### config.mk
export PLATFORM = sky130hd
export DESIGN_NAME = ysyx_24100027_lsu
export DESIGN_NICKNAME = d
export VERILOG_FILES = /design/src/rtl/ysyx_24100027_pkg.sv /design/src/rtl/ysyx_24100027_lsu_align.sv /design/src/rtl/ysyx_24100027_lsu.sv
export SDC_FILE = /design/constraint.sdc
export NUM_CORES = 1
export LEC_CHECK = 0
export CAP_MARGIN = 10
export CORE_MARGIN = 2
export CORE_UTILIZATION = 47
export DETAILED_ROUTE_END_ITERATION = 8
export PLACE_DENSITY = 0.94
export SETUP_SLACK_MARGIN = 0.2
export SYNTH_ARGS = -nofsm -noshare
export SYNTH_HDL_FRONTEND = slang
export SYNTH_SLANG_ARGS = --single-unit
export TNS_END_PERCENT = 50
### constraint.sdc
create_clock -name clk -period 3.3 [get_ports clk]
set_input_delay 0.99 -clock clk [delete_from_list [all_inputs] [get_ports clk]]
set_output_delay 0.99 -clock clk [all_outputs]
set_load 0.01 [all_outputs]
### src/rtl/ysyx_24100027_pkg.sv
// Shared definitions for the load/store unit.
//   XLEN          : datapath width
//   F3_*          : funct3 access-width codes (b, h, w, bu, hu)
//   lsu_state_e   : LSU control FSM states
package ysyx_24100027_pkg;

   localparam int XLEN = 32;

   localparam logic [2:0] F3_B  = 3'b000;
   localparam logic [2:0] F3_H  = 3'b001;
   localparam logic [2:0] F3_W  = 3'b010;
   localparam logic [2:0] F3_BU = 3'b100;
   localparam logic [2:0] F3_HU = 3'b101;

   typedef enum logic [1:0] {
      ST_IDLE = 2'd0,
      ST_REQ  = 2'd1,
      ST_WAIT = 2'd2,
      ST_RESP = 2'd3
   } lsu_state_e;

endpackage

### src/rtl/ysyx_24100027_lsu_align.sv
// Byte-lane alignment for the LSU (purely combinational).
//   funct3     : access width code
//   off        : byte offset within the word (addr[1:0])
//   wdata      : raw store data
//   rdata      : raw bus read word
//   wmask      : byte-enable mask for a store of this width/offset
//   wdata_sh   : store data moved onto its byte lanes
//   rdata_ext  : read word shifted down and sign/zero-extended
//   misaligned : access crosses its natural alignment
//   bad_width  : funct3 is not a defined width code
module ysyx_24100027_lsu_align
   import ysyx_24100027_pkg::*;
(
   input  logic [2:0]      funct3,
   input  logic [1:0]      off,
   input  logic [XLEN-1:0] wdata,
   input  logic [XLEN-1:0] rdata,
   output logic [3:0]      wmask,
   output logic [XLEN-1:0] wdata_sh,
   output logic [XLEN-1:0] rdata_ext,
   output logic            misaligned,
   output logic            bad_width
);

   logic [XLEN-1:0] rsh;

   assign wdata_sh = wdata << {off, 3'b000};
   assign rsh      = rdata >> {off, 3'b000};

   always_comb begin
      wmask      = 4'b0000;
      rdata_ext  = '0;
      misaligned = 1'b0;
      bad_width  = 1'b0;
      case (funct3)
         F3_B: begin
            wmask     = 4'b0001 << off;
            rdata_ext = {{24{rsh[7]}}, rsh[7:0]};
         end
         F3_BU: begin
            wmask     = 4'b0001 << off;
            rdata_ext = {24'h0, rsh[7:0]};
         end
         F3_H: begin
            wmask      = 4'b0011 << off;
            misaligned = off[0];
            rdata_ext  = {{16{rsh[15]}}, rsh[15:0]};
         end
         F3_HU: begin
            wmask      = 4'b0011 << off;
            misaligned = off[0];
            rdata_ext  = {16'h0, rsh[15:0]};
         end
         F3_W: begin
            wmask      = 4'b1111;
            misaligned = |off;
            rdata_ext  = rsh;
         end
         default: bad_width = 1'b1;
      endcase
   end

endmodule

### src/rtl/ysyx_24100027_lsu.sv
// Load/store unit: accepts one operation at a time, issues at most one bus
// request, and returns a writeback result with an error flag.
//   clk, rst                      : clock, synchronous active-high reset
//   in_valid/in_ready             : operation handshake (addr, wdata, ren, wen, funct3)
//   out_valid/out_ready           : writeback handshake (out_data, out_err)
//   mreq_valid/mreq_ready         : bus request (maddr, mwen, mwdata, mwmask)
//   mresp_valid, mresp_rdata      : bus response
//
// state | meaning
// ------+--------------------------------------------------------------
// IDLE  | ready for a new operation; decode and latch on in_valid
// REQ   | bus request presented, held until mreq_ready
// WAIT  | awaiting mresp_valid; down-counter bounds the wait
// RESP  | result presented, held until out_ready
module ysyx_24100027_lsu
   import ysyx_24100027_pkg::*;
#(
   parameter int TIMEOUT = 255
) (
   input  logic            clk,
   input  logic            rst,
   input  logic            in_valid,
   output logic            in_ready,
   input  logic [XLEN-1:0] addr,
   input  logic [XLEN-1:0] wdata,
   input  logic            ren,
   input  logic            wen,
   input  logic [2:0]      funct3,
   output logic            out_valid,
   input  logic            out_ready,
   output logic [XLEN-1:0] out_data,
   output logic            out_err,
   output logic            mreq_valid,
   input  logic            mreq_ready,
   output logic [XLEN-1:0] maddr,
   output logic            mwen,
   output logic [XLEN-1:0] mwdata,
   output logic [3:0]      mwmask,
   input  logic            mresp_valid,
   input  logic [XLEN-1:0] mresp_rdata
);

   // Counter holds TIMEOUT-1 .. 0, one value per WAIT cycle.
   localparam int            CW       = (TIMEOUT < 2) ? 1 : $clog2(TIMEOUT);
   localparam logic [CW-1:0] CNT_LOAD = CW'(TIMEOUT - 1);

   lsu_state_e      state_q, state_d;
   logic [XLEN-1:0] addr_q, wdata_q, res_q;
   logic [2:0]      f3_q;
   logic            wen_q, err_q;
   logic [CW-1:0]   cnt_q;

   logic [2:0]      al_f3;
   logic [1:0]      al_off;
   logic [3:0]      al_wmask;
   logic [XLEN-1:0] al_wdata, al_rdata;
   logic            al_mis, al_bad;
   logic            passthru, op_err, is_idle, st_req;

   // Decode uses live inputs in IDLE so the error path can answer next cycle;
   // afterwards the latched operation drives the aligner.
   assign is_idle = (state_q == ST_IDLE);
   assign al_f3   = is_idle ? funct3    : f3_q;
   assign al_off  = is_idle ? addr[1:0] : addr_q[1:0];

   ysyx_24100027_lsu_align u_align (
      .funct3     (al_f3),
      .off        (al_off),
      .wdata      (wdata_q),
      .rdata      (mresp_rdata),
      .wmask      (al_wmask),
      .wdata_sh   (al_wdata),
      .rdata_ext  (al_rdata),
      .misaligned (al_mis),
      .bad_width  (al_bad)
   );

   assign passthru = ~ren & ~wen;
   assign op_err   = (ren & wen) | ((ren | wen) & (al_bad | al_mis));

   always_comb begin
      state_d = state_q;
      case (state_q)
         ST_IDLE: if (in_valid) state_d = (passthru | op_err) ? ST_RESP : ST_REQ;
         ST_REQ:  if (mreq_ready) state_d = ST_WAIT;
         ST_WAIT: if (mresp_valid || cnt_q == '0) state_d = ST_RESP;
         ST_RESP: if (out_ready) state_d = ST_IDLE;
         default: state_d = ST_IDLE;
      endcase
   end

   always_ff @(posedge clk) begin
      if (rst) begin
         state_q <= ST_IDLE;
         addr_q  <= '0;
         wdata_q <= '0;
         f3_q    <= '0;
         wen_q   <= 1'b0;
         res_q   <= '0;
         err_q   <= 1'b0;
         cnt_q   <= '0;
      end else begin
         state_q <= state_d;
         case (state_q)
            ST_IDLE: begin
               if (in_valid) begin
                  addr_q  <= addr;
                  wdata_q <= wdata;
                  f3_q    <= funct3;
                  wen_q   <= wen;
                  err_q   <= op_err;
                  res_q   <= passthru ? addr : '0;
               end
            end
            ST_REQ: begin
               if (mreq_ready) cnt_q <= CNT_LOAD;
            end
            ST_WAIT: begin
               if (mresp_valid) begin
                  res_q <= wen_q ? '0 : al_rdata;
                  err_q <= 1'b0;
               end else if (cnt_q == '0) begin
                  res_q <= '0;
                  err_q <= 1'b1;
               end else begin
                  cnt_q <= cnt_q - CW'(1);
               end
            end
            default: ;
         endcase
      end
   end

   assign st_req     = (state_q == ST_REQ);
   assign in_ready   = is_idle;
   assign out_valid  = (state_q == ST_RESP);
   assign out_data   = res_q;
   assign out_err    = err_q;
   assign mreq_valid = st_req;
   assign maddr      = st_req ? {addr_q[XLEN-1:2], 2'b00} : '0;
   assign mwen       = st_req & wen_q;
   assign mwdata     = (st_req & wen_q) ? al_wdata : '0;
   assign mwmask     = (st_req & wen_q) ? al_wmask : 4'b0000;

endmodule

* After elaboration in Yosys (flattened, before gate mapping) *
Index checks and enable logic that the tools add are counted.

cells by class
  $add $sub $neg = 1
  eq/ne operators = 14
  shift operators = 4
  muxes and demuxes = 29
  bitwise gates (word level) = 10
  reduce and logical (&&, ||, !) cells = 14

operators by type and width
  kind                                               number
  2-to-1 mux 32 bit                                  7
  one-hot mux 32 bit (5 select lines)                1
  one-hot mux 32 bit (2 select lines)                1
  left shift 32 x 5 -> 32 bit                        1
  >> shifter 32 x 5 -> 32 bit                        1
  2-to-1 mux 8 bit                                   3
  one-hot mux 8 bit (2 select lines)                 1
  2-to-1 mux 2 bit                                   6
  one-hot mux 4 bit (3 select lines)                 1
  inequality test 2 bit (second input constant)      5
  logical NOT 8 bit                                  1
  one-hot mux 2 bit (4 select lines)                 1
  AND reduction 4 bit                                2
  subtractor 8 x 1 -> 8 bit (second input constant)  1
  equality test 3 bit (second input constant)        2
  OR reduction 2 bit                                 3
  OR reduction 5 bit                                 1
  bitwise AND 1 bit                                  4
  equality test 2 bit (second input constant)        2
  2-to-1 mux 1 bit                                   4
  2-to-1 mux 4 bit                                   1
  OR 1 bit                                           4
  one-hot mux 1 bit (2 select lines)                 2
  nonzero test 2 bit                                 2
  other kinds (14)                                   15

word-level totals
  register bits after elaboration = 111
  input port bits = 107

* Logic depth before layout (Yosys ltp) *
Gate-level depths: netlist (run 1).

  depth in word-level cells = 12
  gate-level depth with buffers = 12
  depth with buffers taken out = 7

* Modules after synthesis *
Synthesis (run 1) repeated with hierarchy kept, for this count alone.

unflattened totals
  cell total of the unflattened synthesis = 826
  area total of the unflattened synthesis = 6542.5 sq um

modules (own cells, without submodules)
  module                   times used  cells each  area an instance (sq um)  seq. area each (sq um)
  ysyx_24100027_lsu        1           622         5159.9                    2222.1
  ysyx_24100027_lsu_align  1           204         1382.6                    0.0

* Worst setup path before layout (run 1) *
Ideal clock, no wire load.

  path type = reg-to-output
  start = register state_q[0]
  end = output port mwdata[31]
  arrival time = 2.210 ns
  data required time = 2.310 ns
  setup slack = 0.100 ns
  cell stages (with the launch flop) = 11
  path buffers = 4
  cells stage by stage = dfxtp_1 -> inv_1 -> ha_1 -> buf_6 -> buf_2 -> mux2i_1 -> buf_2 -> buf_2 -> nand2_1 -> and3_1 -> a211oi_1

on the way
  cells in the longest elaborated chain, start to end = 4
  elaborated cells between the ends (all ways) = 6

RTL lines
  item                         RTL line                       text
  from (decl)                  ysyx_24100027_lsu.sv:47        lsu_state_e state_q, state_d;
  from (signal assigned)       ysyx_24100027_lsu.sv:103       state_q <= state_d;
  logical NOT 2 bit            ysyx_24100027_lsu.sv:62        assign is_idle = (state_q == ST_IDLE);
  net in_ready                 ysyx_24100027_lsu.sv:23        output logic in_ready,
  2-to-1 mux 2 bit             ysyx_24100027_lsu.sv:64        assign al_off = is_idle ? addr[1:0] : addr_q[1:0];
  left shift 32 x 5 -> 32 bit  ysyx_24100027_lsu_align.sv:27  assign wdata_sh = wdata << {off, 3'b000};
  2-to-1 mux 32 bit            ysyx_24100027_lsu.sv:142       assign mwdata = (st_req & wen_q) ? al_wdata : '0;
  to (decl)                    ysyx_24100027_lsu.sv:37        output logic [XLEN-1:0] mwdata,

The timed path passes the listed nets, and every way through them passes these cells.

* Worst setup path after layout (run 1) *
  start = input port addr[0]
  end = output port mwdata[25]

on the way
  cells in the longest elaborated chain, start to end = 3

RTL lines
  item                         RTL line                       text
  from (decl)                  ysyx_24100027_lsu.sv:24        input logic [XLEN-1:0] addr,
  2-to-1 mux 2 bit             ysyx_24100027_lsu.sv:64
  left shift 32 x 5 -> 32 bit  ysyx_24100027_lsu_align.sv:27
  2-to-1 mux 32 bit            ysyx_24100027_lsu.sv:142

Every way passes these cells.

==> metrics.md, run 1 <==
| Metric | Value |
|---|---|
| Overflow after GRT | `0` |
| Placed inst area | `between 8000 and 9000 sq um` |
| DR vias | `between 7000 and 8000` |
| Xor/xnor share of the synthesized area | `0.008279` |
| Area Growth Syn to Fin | `52.47%` |
| Total CTS buffers | `9` |
| Slew margin rel. | `0.3829` |
| Ports | `about 210` |
| Post-place setup slack | `-727.4 ps` |
| CTS H-tree lvls | `3` |
| EDFF count, synth | `0` |
| Hold path start | `addr_q[8]` |
| Async set-reset flop share out of synthesis | `0` |
| Compound-gate portion of the synthesized area | `0.2580` |
| Worst VDD drop | `0.0004771 V` |
| Top FF cell, synth | `dfxtp_1` |
| Kind of end point of the critical path | `output pin` |
| Pwr/cell area | `802.1 nW/um^2` |
| Syn Area/Cell | `~7.7 sq um` |
| Remaining DRCs | `0` |
| Post-Synth Simple-Gate Area | `0.2557` |
| Post-Syn Area | `6347 sq um` |
| CP required | `2310 ps` |
| Synth area leader | `dfxtp_1` |
| DRT iter0 DRCs | `852` |
| Critical path arrival | `about 2300 ps` |
| Worst Path Class, Setup | `primary input to output pin` |
| Status | `finished with violations` |
| Post-layout min period | `3321 ps` |
| Synth Area in Adders | `0.01183` |
| Post-Route WL | `24.58 mm` |
| CP max stage delay | `250 ps` |
| Non-Filler Cell Area, Final | `9678 sq um` |
| CTS tree | `yes` |
| GRT Total Usage | `0.3056` |
| Max cap viols | `0` |
| Final setup violation count | `1` |
| Synth area leaders | `dfxtp_1 (35%), nand2_1 (14%), a21oi_1 (8.8%)` |
| Slew Viols, Final | `0` |
| Die height | `120.2 microns` |
| Endpoint, Worst Hold | `addr_q[8]` |
| Part of the Yosys area used for sequential elements | `0.3501` |
| Critical R2R Capture | `out_data[31]` |
| Unrepaired setup endpoints after global routing | `yes` |
| Failing checks | `negative setup slack` |
| GPL Wtd Cong | `0.9305` |
| Layout cell share with drive strength beyond 1 | `0.2257` |
| # clock sinks | `111` |
| IO Port Bufs | `roughly 210` |
| Die W | `120.2 microns` |
| Reg2Reg Depth | `11` |
| R2r setup slk | `620 ps` |
| TritonRoute pass-1 iters | `5` |
| Fin. Hold Viols | `0` |
| CTS clk-pin slew, worst paths | `around 70 ps` |
| Antenna violations before repair | `1` |
| Tot Pwr | `7.762 mW` |
| Largest family of logic cells by synthesized area | `compound AO/OA/AOI/OAI gates` |
| CP max FO | `6` |
| Flops & latches, synth | `111` |
| Hold Path Class | `flop to flop` |
| Routed vias/inst | `5.933` |
| DRT antenna net count | `0` |
| Fmax | `301.1 MHz` |
| Post-synth top area share | `0.3501` |
| Starting Density | `0.4812` |
| Critical path startpoint category | `primary input` |
| Cts hold-fix bufs | `0` |
| Half-perimeter wire length after placement | `16.02 mm` |
| Post-synthesis mux area share | `0.05145` |
| Setup TNS | `-21.48 ps` |
| Nets | `1176` |
| Worst-path cell with the longest stage delay | `a311oi_1` |
| Largest net degree at the start of global routing | `between 80 and 90` |
| Final worst path period share | `1.007` |
| Final WS setup | `-21.48 ps` |
| Global-route wire length before repair | `approximately 35 mm` |
| CP cell instances | `buf_8 -> buf_6 -> mux2i_4 -> buf_12 -> buf_6 -> nand2_2 -> and3_4 -> a311oi_1 -> buf_2` |
| Total Die Area | `roughly 14000 sq um` |
| Final cell count without fillers | `1246` |
| Synth Instances | `822` |
| Hold depth | `2` |
| Root Buffer | `clkbuf_16` |
| Setup Skew | `around 10 ps` |
| Most used cell, CP | `buf_6` |
| Yosys synthesis warning count | `0` |
| R2R Path Start | `state_q[0]` |
| Core Box Area | `13190 sq um` |
| Worst-skew pair later-pin latency | `370 ps` |
| Leakage | `3.790 nW` |
| CTS max path bufs | `2` |
| Slew @ Worst Pin | `around 930 ps` |
| Vias in the first global route | `a little under 7000` |
| Routed len/inst | `19.73 microns` |
| Cell variety after synth | `70` |
| Inst Count DP | `1200` |
| # rows | `42` |
==> what timing repair did <==
item | in CTS | in global routing
cloned | 2 | 3
buffers inserted | 13 | 10
gates resized for setup | 174 | 75
pin swaps | 16 | 18
setup endpoints to repair | 36 | 67
==> placed cells by master (no fill, tap or decap), types with 12 or more instances in the layout <==
cell type        count
nand2_2             12
o21ai_0             21
and2_1              38
buf_6               22
a221oi_2            16
nand2_1            220
dfxtp_1            110
buf_2               29
a21oi_2             14
mux2i_1             23
clkdlybuf4s50_1    167
nor2_1              24
buf_4               56
a21oi_1             96
==> cells by family (layout without fill, tap and decap cells) <==
logic type,count (synthesis),count (layout)
other,1,4
buffers and inverters,79,323
AO/OA/AOI/OAI,230,230
adder cells (fa/ha/maj),6,6
XOR/XNOR,6,6
AND/OR/NAND/NOR,358,358
multiplexers,31,32
flip-flops,111,111
==> worst max-delay path, delay by kind of cell <==
kind            cells  cell delay [ps]
compound gates      1              250
simple gates        2              210
mux                 1              190
buf+inv             5              680
==> stage by stage <==
stage | hold slack, ps | util
global placement | 436.5 | 0.6711
floorplan | 431.7 | -
finish | 450.5 | 0.7337
CTS | 451.7 | 0.7113
global route | 470.3 | 0.7335
detailed placement | 441.8 | 0.6711
==> registers in the layout, indices dropped and copies added, names as in the netlist <==
signal    count
wdata_q      32
cnt_q         8
addr_q       32
state_q       2
wen_q         1
f3_q          3
out_data     32
out_err       1
==> synthesized netlist by cell type (all sizes together), types with 4 or more instances <==
cell,instances
nand2,235
a21oi,112
dfxtp,111
clkbuf,42
and2,39
nor2,29
o21ai,28
mux2i,27
a221oi,25
buf,24
and3,16
inv,12
a211oi,10
o211ai,9
nand3,8
o211a,8
o2bb2ai,8
a311oi,7
a32oi,7
ha,6
nor2b,6
nor3,5
xnor2,5
mux2,4
nand2b,4
==> routing by layer <==
metal  wire length, microns  vias up  track usage
li1                       -     3354            -
met1                   9584     3475       0.3903
met2                  11640      449       0.5050
met3                   2082      114      0.05330
met4                   1270        0       0.1388
met5                      0        -            0
==> worst max-delay path by stage <==
stage | startpoint | endpoint | slack [ps]
2_1_floorplan | state_q[0] | mwdata[25] | 170
3_3_place_gp | addr[0] | mwdata[29] | -670
3_5_place_dp | addr[0] | mwdata[29] | -730
4_1_cts | addr[0] | mwdata[26] | 80
5_1_grt | addr[0] | mwdata[31] | -100
6_report | addr[0] | mwdata[25] | -20
==> area by class of cell <==
class,instances,area [sq um]
Timing Repair Buffer,294,2810
Tap cell,176,220.2
Antenna cell,2,5.005
Multi-Input combinational cell,634,4063
Clock buffer,10,239.0
Clock inverter,6,68.82
Fill cell,912,3512
Inverter,13,48.80
Sequential cell,111,2223
==> power by group <==
| part | switching, mW | internal [mW] | total [mW] |
|---|---|---|---|
| clock | 0.528 | 0.614 | 1.14 |
| sequential | 0.284 | 1.71 | 2.00 |
| combinational | 2.45 | 2.18 | 4.62 |
| total | 3.26 | 4.50 | 7.76 |
Power figures use the tool's default switching activity.
==> run 2: changes to the inputs <==
==> constraint.sdc (replaced) <==
create_clock -name clk -period 3.3 [get_ports clk]
set_input_delay 0.33 -clock clk [delete_from_list [all_inputs] [get_ports clk]]
set_output_delay 0.33 -clock clk [all_outputs]
set_load 0.01 [all_outputs]
==> run 2 against run 1 <==
  * The flow now finishes without violations
  * First-iteration DRC count decreased by 8.6%
  * Sequential power about the same
  * Sequential cell count unchanged
  * Die area unchanged
  * Global-route usage decreased by 1.8 points
  * Power decreased by 12%
  * Worst hold slack got worse by 0.58 ps
  * Critical path type is now flop to output pin
  * Largest cell class unchanged
  * Largest power group unchanged
==> metrics.md, run 2 (synthesized netlist as in run 1, its figures left out) <==
| Metric | Value |
|---|---|
| Layout cell share with drive strength beyond 1 | `0.08739 (was 0.2257)` |
| Total CTS buffers | `9 (unchanged)` |
| IO Port Bufs | `209 (unchanged)` |
| CP max stage delay | `590 ps (was 250 ps)` |
| CTS H-tree lvls | `3 (unchanged)` |
| Max cap viols | `0 (unchanged)` |
| Commonest non-fill, non-tap cell in the layout | `nand2_1 (unchanged)` |
| DRT iter0 DRCs | `779 (was 852)` |
| Post-Route WL | `21.50 mm (was 24.58 mm)` |
| GPL Wtd Cong | `1.047 (was 0.9305)` |
| Die height | `120.2 microns (unchanged)` |
| R2r setup slk | `610 ps (was 620 ps)` |
| Slew margin rel. | `0.4356 (was 0.3829)` |
| DRT antenna net count | `0 (unchanged)` |
| Fin. Hold Viols | `0 (unchanged)` |
| R2R Path Start | `state_q[0] (unchanged)` |
| Post-layout min period | `3032 ps (was 3321 ps)` |
| Worst Path Class, Setup | `flop to output pin (was primary input to output pin)` |
| Worst VDD drop | `0.0004652 V (was 0.0004771 V)` |
| Core Box Area | `13190 sq um (unchanged)` |
| Worst-skew pair later-pin latency | `360 ps (was 370 ps)` |
| Overflow after GRT | `0 (unchanged)` |
| # rows | `42 (unchanged)` |
| Area Growth Syn to Fin | `40.25% (was 52.47%)` |
| Slew Viols, Final | `0 (unchanged)` |
| CP max FO | `9 (was 6)` |
| Routed vias/inst | `5.792 (was 5.933)` |
| Hold depth | `2 (unchanged)` |
| Most frequent cells in the layout | `nand2_1 (232), clkdlybuf4s50_1 (206), a21oi_1 (111), dfxtp_1 (111), and2_1 (38) (was nand2_1 (220), clkdlybuf4s50_1 (167), dfxtp_1 (110))` |
| Fillers | `1059 (was 912)` |
| Ports | `212 (unchanged)` |
| GRT Total Usage | `0.2877 (was 0.3056)` |
| CTS max path bufs | `2 (unchanged)` |
| Kind of end point of the critical path | `output pin (unchanged)` |
| Pwr/cell area | `771.2 nW/um^2 (was 802.1 nW/um^2)` |
| Die W | `120.2 microns (unchanged)` |
| Antenna violations before repair | `0 (was 1)` |
| TritonRoute pass-1 iters | `5 (unchanged)` |
| Hold Path Class | `flop to flop (unchanged)` |
| Worst-path cell with the longest stage delay | `clkdlybuf4s50_1 (was a311oi_1)` |
| Largest net degree at the start of global routing | `57 (was 85)` |
| Unrepaired setup endpoints after global routing | `no (was yes)` |
| Setup TNS | `0 ps (was -21.48 ps)` |
| CTS clk-pin slew, worst paths | `70 ps (about the same)` |
| WP depth | `8 (was 9)` |
| # clock sinks | `111 (unchanged)` |
| Remaining DRCs | `0 (unchanged)` |
| Crit path to | `mwdata[31] (was mwdata[25])` |
| Multi-input logic area | `3806 sq um (was 4063 sq um)` |
| FF+latch area | `2222 sq um (was 2223 sq um)` |
| Largest delay share family, worst path | `buffers and inverters (unchanged)` |
| Status | `finished clean (was finished with violations)` |
| CP cell instances | `inv_1 -> ha_4 -> buf_4 -> mux2i_4 -> buf_2 -> and3_1 -> a211oi_1 -> clkdlybuf4s50_1 (was buf_8 -> buf_6 -> mux2i_4 -> buf_12 -> buf_6 -> nand2_2 -> and3_4 -> a311oi_1 -> buf_2)` |
| Starting Density | `0.4812 (unchanged)` |
| Critical path startpoint category | `flop (was primary input)` |
| CP required | `2970 ps (was 2310 ps)` |
| Global-route wire length before repair | `32.86 mm (was 35.04 mm)` |
| Leakage | `3.327 nW (was 3.790 nW)` |
| Hold slack | `449.9 ps (was 450.5 ps)` |
| Root Buffer | `clkbuf_16 (unchanged)` |
| Critical path arrival | `2700 ps (was 2330 ps)` |
| Critical R2R Capture | `out_data[26] (was out_data[31])` |
| Worst Setup SP | `state_q[0] (was addr[0])` |
| Reg2Reg Depth | `10 (was 11)` |
| Fmax | `329.8 MHz (was 301.1 MHz)` |
| DR vias | `6852 (was 7392)` |
| Number of buffers and inverters on the critical path | `4 (was 5)` |
| CTS tree | `yes (unchanged)` |
| Final worst path period share | `0.9188 (was 1.007)` |
| Slew @ Worst Pin | `845.7 ps (was 925.7 ps)` |
| Nets | `1116 (was 1176)` |
| Setup Skew | `8.947 ps (was 10.34 ps)` |
| Total Die Area | `14450 sq um (unchanged)` |
| Antenna fix cells | `0 (was 2)` |
| Final setup violation count | `0 (was 1)` |
| Routed len/inst | `18.17 microns (was 19.73 microns)` |
| Half-perimeter wire length after placement | `15.33 mm (was 16.02 mm)` |
| Vias in the first global route | `6115 (was 6779)` |
run 2: cell types whose count changed in the layout (fill, tap and decap cells not counted), moves of 6 or more:
| cell | change |
|---|---|
| clkdlybuf4s50_1 | +39 |
| buf_4 | -35 |
| buf_2 | -27 |
| buf_6 | -21 |
| a21oi_1 | +15 |
| a21oi_2 | -13 |
| nand2_1 | +12 |
| and3_1 | +11 |
| and3_4 | -11 |
| nand2_2 | -9 |
| a311oi_1 | +6 |
| a311oi_2 | -6 |
run 2: layer usage:
layer	GRT usage	part of all wire	up-vias
li1	-	-	3230
met1	0.3905	0.42	3209
met2	0.4517	0.47	363
met3	0.05660	0.082	50
met4	0.1126	0.031	0
met5	0	0	-
run 2: repair_timing:
action / CTS / global route
pin swaps: 2 / 0
gates cloned: 1 / 1
buffers inserted: 1 / 5
endpoints found under the setup margin: 36 / 36
hold endpoints to repair: 0 / 0
resized for setup: 3 / 8
hold buffers: 0 / 0
run 2: layout make-up:
class                      count  area share
clock buffer                  13     0.02923
clock inverter                 2    0.004357
inverter                      13    0.005481
multi-input combinational    634      0.4275
sequential                   111      0.2496
tap                          176     0.02474
timing repair buffer         234      0.2590
run 2: through the flow:
stage | total power, mW | utilization | setup WS, ps | area [sq um] | instances
global route | 7.257 | 0.6749 | 184.7 | 8902 | 1183
detailed placement | 5.522 | 0.6430 | 184.9 | 8482 | 1160
CTS | 6.722 | 0.6685 | 191.2 | 8817 | 1177
floorplan | 4.459 | - | 759.9 | 6351 | 823
finish | 6.866 | 0.6749 | 268.1 | 8902 | 1183
global placement | 5.445 | 0.6430 | 312.5 | 8482 | 1160
run 2: power breakdown:
part           internal (mW)  switching [mW]  leakage (nW)
clock                  0.630           0.504         0.146
sequential              1.71           0.280         0.910
combinational           1.62            2.12          2.27
total                   3.96            2.90          3.33
run 2: worst min path at each step:
stage	start	to	slack (ps)
3_5_place_dp	addr_q[2]	addr_q[2]	440
2_1_floorplan	addr_q[10]	addr_q[10]	430
3_3_place_gp	addr_q[30]	addr_q[30]	440
5_1_grt	addr_q[31]	addr_q[31]	470
4_1_cts	addr_q[2]	addr_q[2]	450
6_report	addr_q[10]	addr_q[10]	450
run 2: worst reg2reg max path, cell delays in order, from the launching register on:
cell and delay (ps):
dfxtp_1 400, inv_1 120, ha_4 220, buf_4 150, buf_4 120, buf_4 160, nor2b_1 170, nor2_1 240
o21a_4 530, o21ai_0 240, a221oi_2 250
==> run 3: changes to the inputs <==
--- a/config.mk
+++ b/config.mk
@@ -5,9 +5,9 @@
 export SDC_FILE = /design/constraint.sdc
 export NUM_CORES = 1
 export LEC_CHECK = 0
-export CAP_MARGIN = 10
 export CORE_MARGIN = 2
 export CORE_UTILIZATION = 47
+export CTS_CLUSTER_DIAMETER = 40
 export DETAILED_ROUTE_END_ITERATION = 8
 export PLACE_DENSITY = 0.94
 export SETUP_SLACK_MARGIN = 0.2
==> constraint.sdc (replaced) <==
create_clock -name clk -period 3.33 [get_ports clk]
set_input_delay 0.333 -clock clk [delete_from_list [all_inputs] [get_ports clk]]
set_output_delay 0.333 -clock clk [all_outputs]
set_load 0.01 [all_outputs]
==> run 3 against run 2 <==
  * Cell count fell by 0.25%
  * Die area did not move
  * Register-to-register slack better by 110 ps
  * Critical path depth unchanged
  * Global-route usage decreased by 0.067 points
  * Clock skew rose by 5.9 ps
==> metrics.md, run 3 (synthesized netlist as in run 1, its figures left out) <==
| Metric | Value |
|---|---|
| Final worst path period share | `0.9128` |
| GRT Total Usage | `0.2870 (was 0.2877)` |
| GPL Wtd Cong | `1.005 (was 1.047)` |
| CTS tree | `yes (unchanged)` |
| DRT antenna net count | `0 (unchanged)` |
| Pwr/cell area | `757.1 nW/um^2 (was 771.2 nW/um^2)` |
| Worst Path Class, Setup | `flop to output pin (unchanged)` |
| DRT iter0 DRCs | `724 (was 779)` |
| Slew @ Worst Pin | `907.3 ps (was 845.7 ps)` |
| Largest delay share family, worst path | `buffers and inverters (unchanged)` |
| Unrepaired setup endpoints after global routing | `yes (was no)` |
| Total Die Area | `14450 sq um (unchanged)` |
| Clock power frac | `0.168 (was 0.165)` |
| Non-Filler Cell Area, Final | `8846 sq um (was 8902 sq um)` |
| Die W | `120.2 microns (unchanged)` |
| Starting Density | `0.4812 (unchanged)` |
| Post-Route WL | `21.17 mm (was 21.50 mm)` |
| Final setup violation count | `0 (unchanged)` |
| IO Port Bufs | `209 (unchanged)` |
| # rows | `42 (unchanged)` |
| Reg2Reg Depth | `7 (was 10)` |
| Net Sw Power | `2.853 mW (was 2.901 mW)` |
| Total CTS buffers | `9 (unchanged)` |
| Tot Pwr | `6.697 mW (was 6.866 mW)` |
| Fin. Hold Viols | `0 (unchanged)` |
| TritonRoute pass-1 iters | `5 (unchanged)` |
| Hold Path Class | `flop to flop (unchanged)` |
| R2R Path Start | `state_q[1] (was state_q[0])` |
| Remaining DRCs | `0 (unchanged)` |
| Worst-path cell with the longest stage delay | `clkdlybuf4s50_1 (unchanged)` |
| DR vias | `6841 (was 6852)` |
| Global-route wire length before repair | `32.91 mm (was 32.86 mm)` |
| CP required | `3000 ps (was 2970 ps)` |
| Placed inst area | `8494 sq um (was 8482 sq um)` |
| Fmax | `329.0 MHz` |
| Cts hold-fix bufs | `0 (unchanged)` |
| Antenna violations before repair | `0 (unchanged)` |
| Commonest non-fill, non-tap cell in the layout | `nand2_1 (unchanged)` |
| # clock sinks | `111 (unchanged)` |
| CTS max path bufs | `2 (unchanged)` |
| Kind of end point of the critical path | `output pin (unchanged)` |
| R2r setup slk | `720 ps (was 610 ps)` |
| Number of buffers and inverters on the critical path | `3 (was 4)` |
| Antenna fix cells | `0 (unchanged)` |
| Internal | `3.844 mW (was 3.965 mW)` |
| Worst-skew pair later-pin latency | `370 ps (was 360 ps)` |
| Largest net degree at the start of global routing | `85 (was 57)` |
| Leakage | `3.269 nW (was 3.327 nW)` |
| Post-layout min period | `3040 ps` |
| CTS H-tree lvls | `3 (unchanged)` |
| Layout cell share with drive strength beyond 1 | `0.08367 (was 0.08739)` |
| Worst VDD drop | `0.0003474 V (was 0.0004652 V)` |
| Setup Skew | `14.83 ps (was 8.947 ps)` |
| CP max FO | `17 (was 9)` |
| Status | `finished clean (unchanged)` |
| Hold path start | `addr_q[5] (was addr_q[10])` |
| Routed vias/inst | `5.797 (was 5.792)` |
| Core Box Area | `13190 sq um (unchanged)` |
| Die height | `120.2 microns (unchanged)` |
| CTS clk-pin slew, worst paths | `80 ps (was 70 ps)` |
| Area Growth Syn to Fin | `39.37% (was 40.25%)` |
| Overflow after GRT | `0 (unchanged)` |
| Sequential share of power | `0.294 (was 0.290)` |
| Most frequent cells in the layout | `nand2_1 (233), clkdlybuf4s50_1 (208), a21oi_1 (111), dfxtp_1 (111), and2_1 (38) (was nand2_1 (232), clkdlybuf4s50_1 (206), a21oi_1 (111), dfxtp_1 (111), and2_1 (38))` |
| Vias in the first global route | `6329 (was 6115)` |
| Max cap viols | `0 (unchanged)` |
| Half-perimeter wire length after placement | `15.29 mm (was 15.33 mm)` |
| Nets | `1112 (was 1116)` |
| Setup TNS | `0 ps (unchanged)` |
| Critical path arrival | `2710 ps (was 2700 ps)` |
| Hold depth | `2 (unchanged)` |
| Sw Share | `0.4260 (was 0.4226)` |
| CP cell instances | `inv_1 -> ha_4 -> buf_4 -> mux2_2 -> nor2_1 -> nand2_1 -> a21oi_1 -> clkdlybuf4s50_1 (was inv_1 -> ha_4 -> buf_4 -> mux2i_4 -> buf_2 -> and3_1 -> a211oi_1 -> clkdlybuf4s50_1)` |
| Endpoint, Worst Hold | `addr_q[5] (was addr_q[10])` |
| Combinational Power Share | `0.538 (was 0.545)` |
| Critical R2R Capture | `out_data[11] (was out_data[26])` |
| Slew Viols, Final | `0 (unchanged)` |
| Routed len/inst | `17.94 microns (was 18.17 microns)` |
| CP max stage delay | `590 ps (about the same)` |
| Final core occ | `0.6707 (was 0.6749)` |
| Slew margin rel. | `0.3951 (was 0.4356)` |
| Root Buffer | `clkbuf_16 (unchanged)` |
| Ports | `212 (unchanged)` |
| Critical path startpoint category | `flop (unchanged)` |
run 3: cell count changes in the layout (fill, tap and decap cells not counted), moves of 2 or more:
cell             before  now
buf_4                21   18
clkinv_4              0    3
clkbuf_8              2    0
clkdlybuf4s50_1     206  208
dlymetal6s2s_1        2    0
mux2i_4               3    1
run 3: layout make-up:
class	count	area (sq um)
inverter	13	48.80
clock buffer	11	232.7
timing repair buffer	230	2282
clock inverter	5	67.56
sequential	111	2222
fill	1078	4344
tap	176	220.2
multi-input combinational	634	3772
run 3: worst register-to-register path: stages (launching register included):
cell	delay, ps
dfxtp_1	340
inv_1	150
ha_4	260
mux2_2	550
mux2i_2	250
a22oi_2	300
nand4_1	430
o211ai_1	250
run 3: power by group through the flow:
| stage | sequential [mW] | combinational [mW] | clock, mW |
|---|---|---|---|
| after CTS | 1.95 | 3.59 | 1.13 |
| final | 1.97 | 3.61 | 1.12 |
| after floorplan | 1.98 | 2.44 | 0 |
| after global placement | 1.97 | 3.44 | 0 |
| after detailed placement | 1.98 | 3.50 | 0 |
| after global routing | 2.00 | 3.91 | 1.19 |
run 3: worst max-delay path by stage:
stage	startpoint	endpoint	slack [ps]	cells after the start
after floorplan	state_q[0]	mwdata[31]	790	10
after global placement	state_q[1]	mwdata[25]	420	7
after detailed placement	state_q[1]	mwdata[23]	280	9
after CTS	state_q[1]	mwdata[5]	250	7
after global routing	state_q[1]	mwmask[1]	190	8
final	state_q[1]	mwmask[1]	290	8
run 3: what timing repair did:
item,4_1_cts,5_1_grt
setup endpoints to repair,36,18
setup buffers,3,0
resized for setup,2,2
cloned,1,0
run 3: metal layers:
metal / track usage / up-vias / part of all wire
met2: 0.4620 / 345 / 0.46
met3: 0.05189 / 64 / 0.079
li1: - / 3227 / -
met4: 0.1265 / 0 / 0.036
met1: 0.3773 / 3205 / 0.42
met5: 0 / - / 0
run 3: through the flow:
step           worst slack, ps  cells  hold slack, ps
6_report                 290.3   1180           451.4
2_1_floorplan            786.9    823           431.7
4_1_cts                  250.3   1180           454.2
5_1_grt                  193.3   1180           475.4
3_3_place_gp             422.4   1160           436.7
3_5_place_dp             281.8   1160           444.6
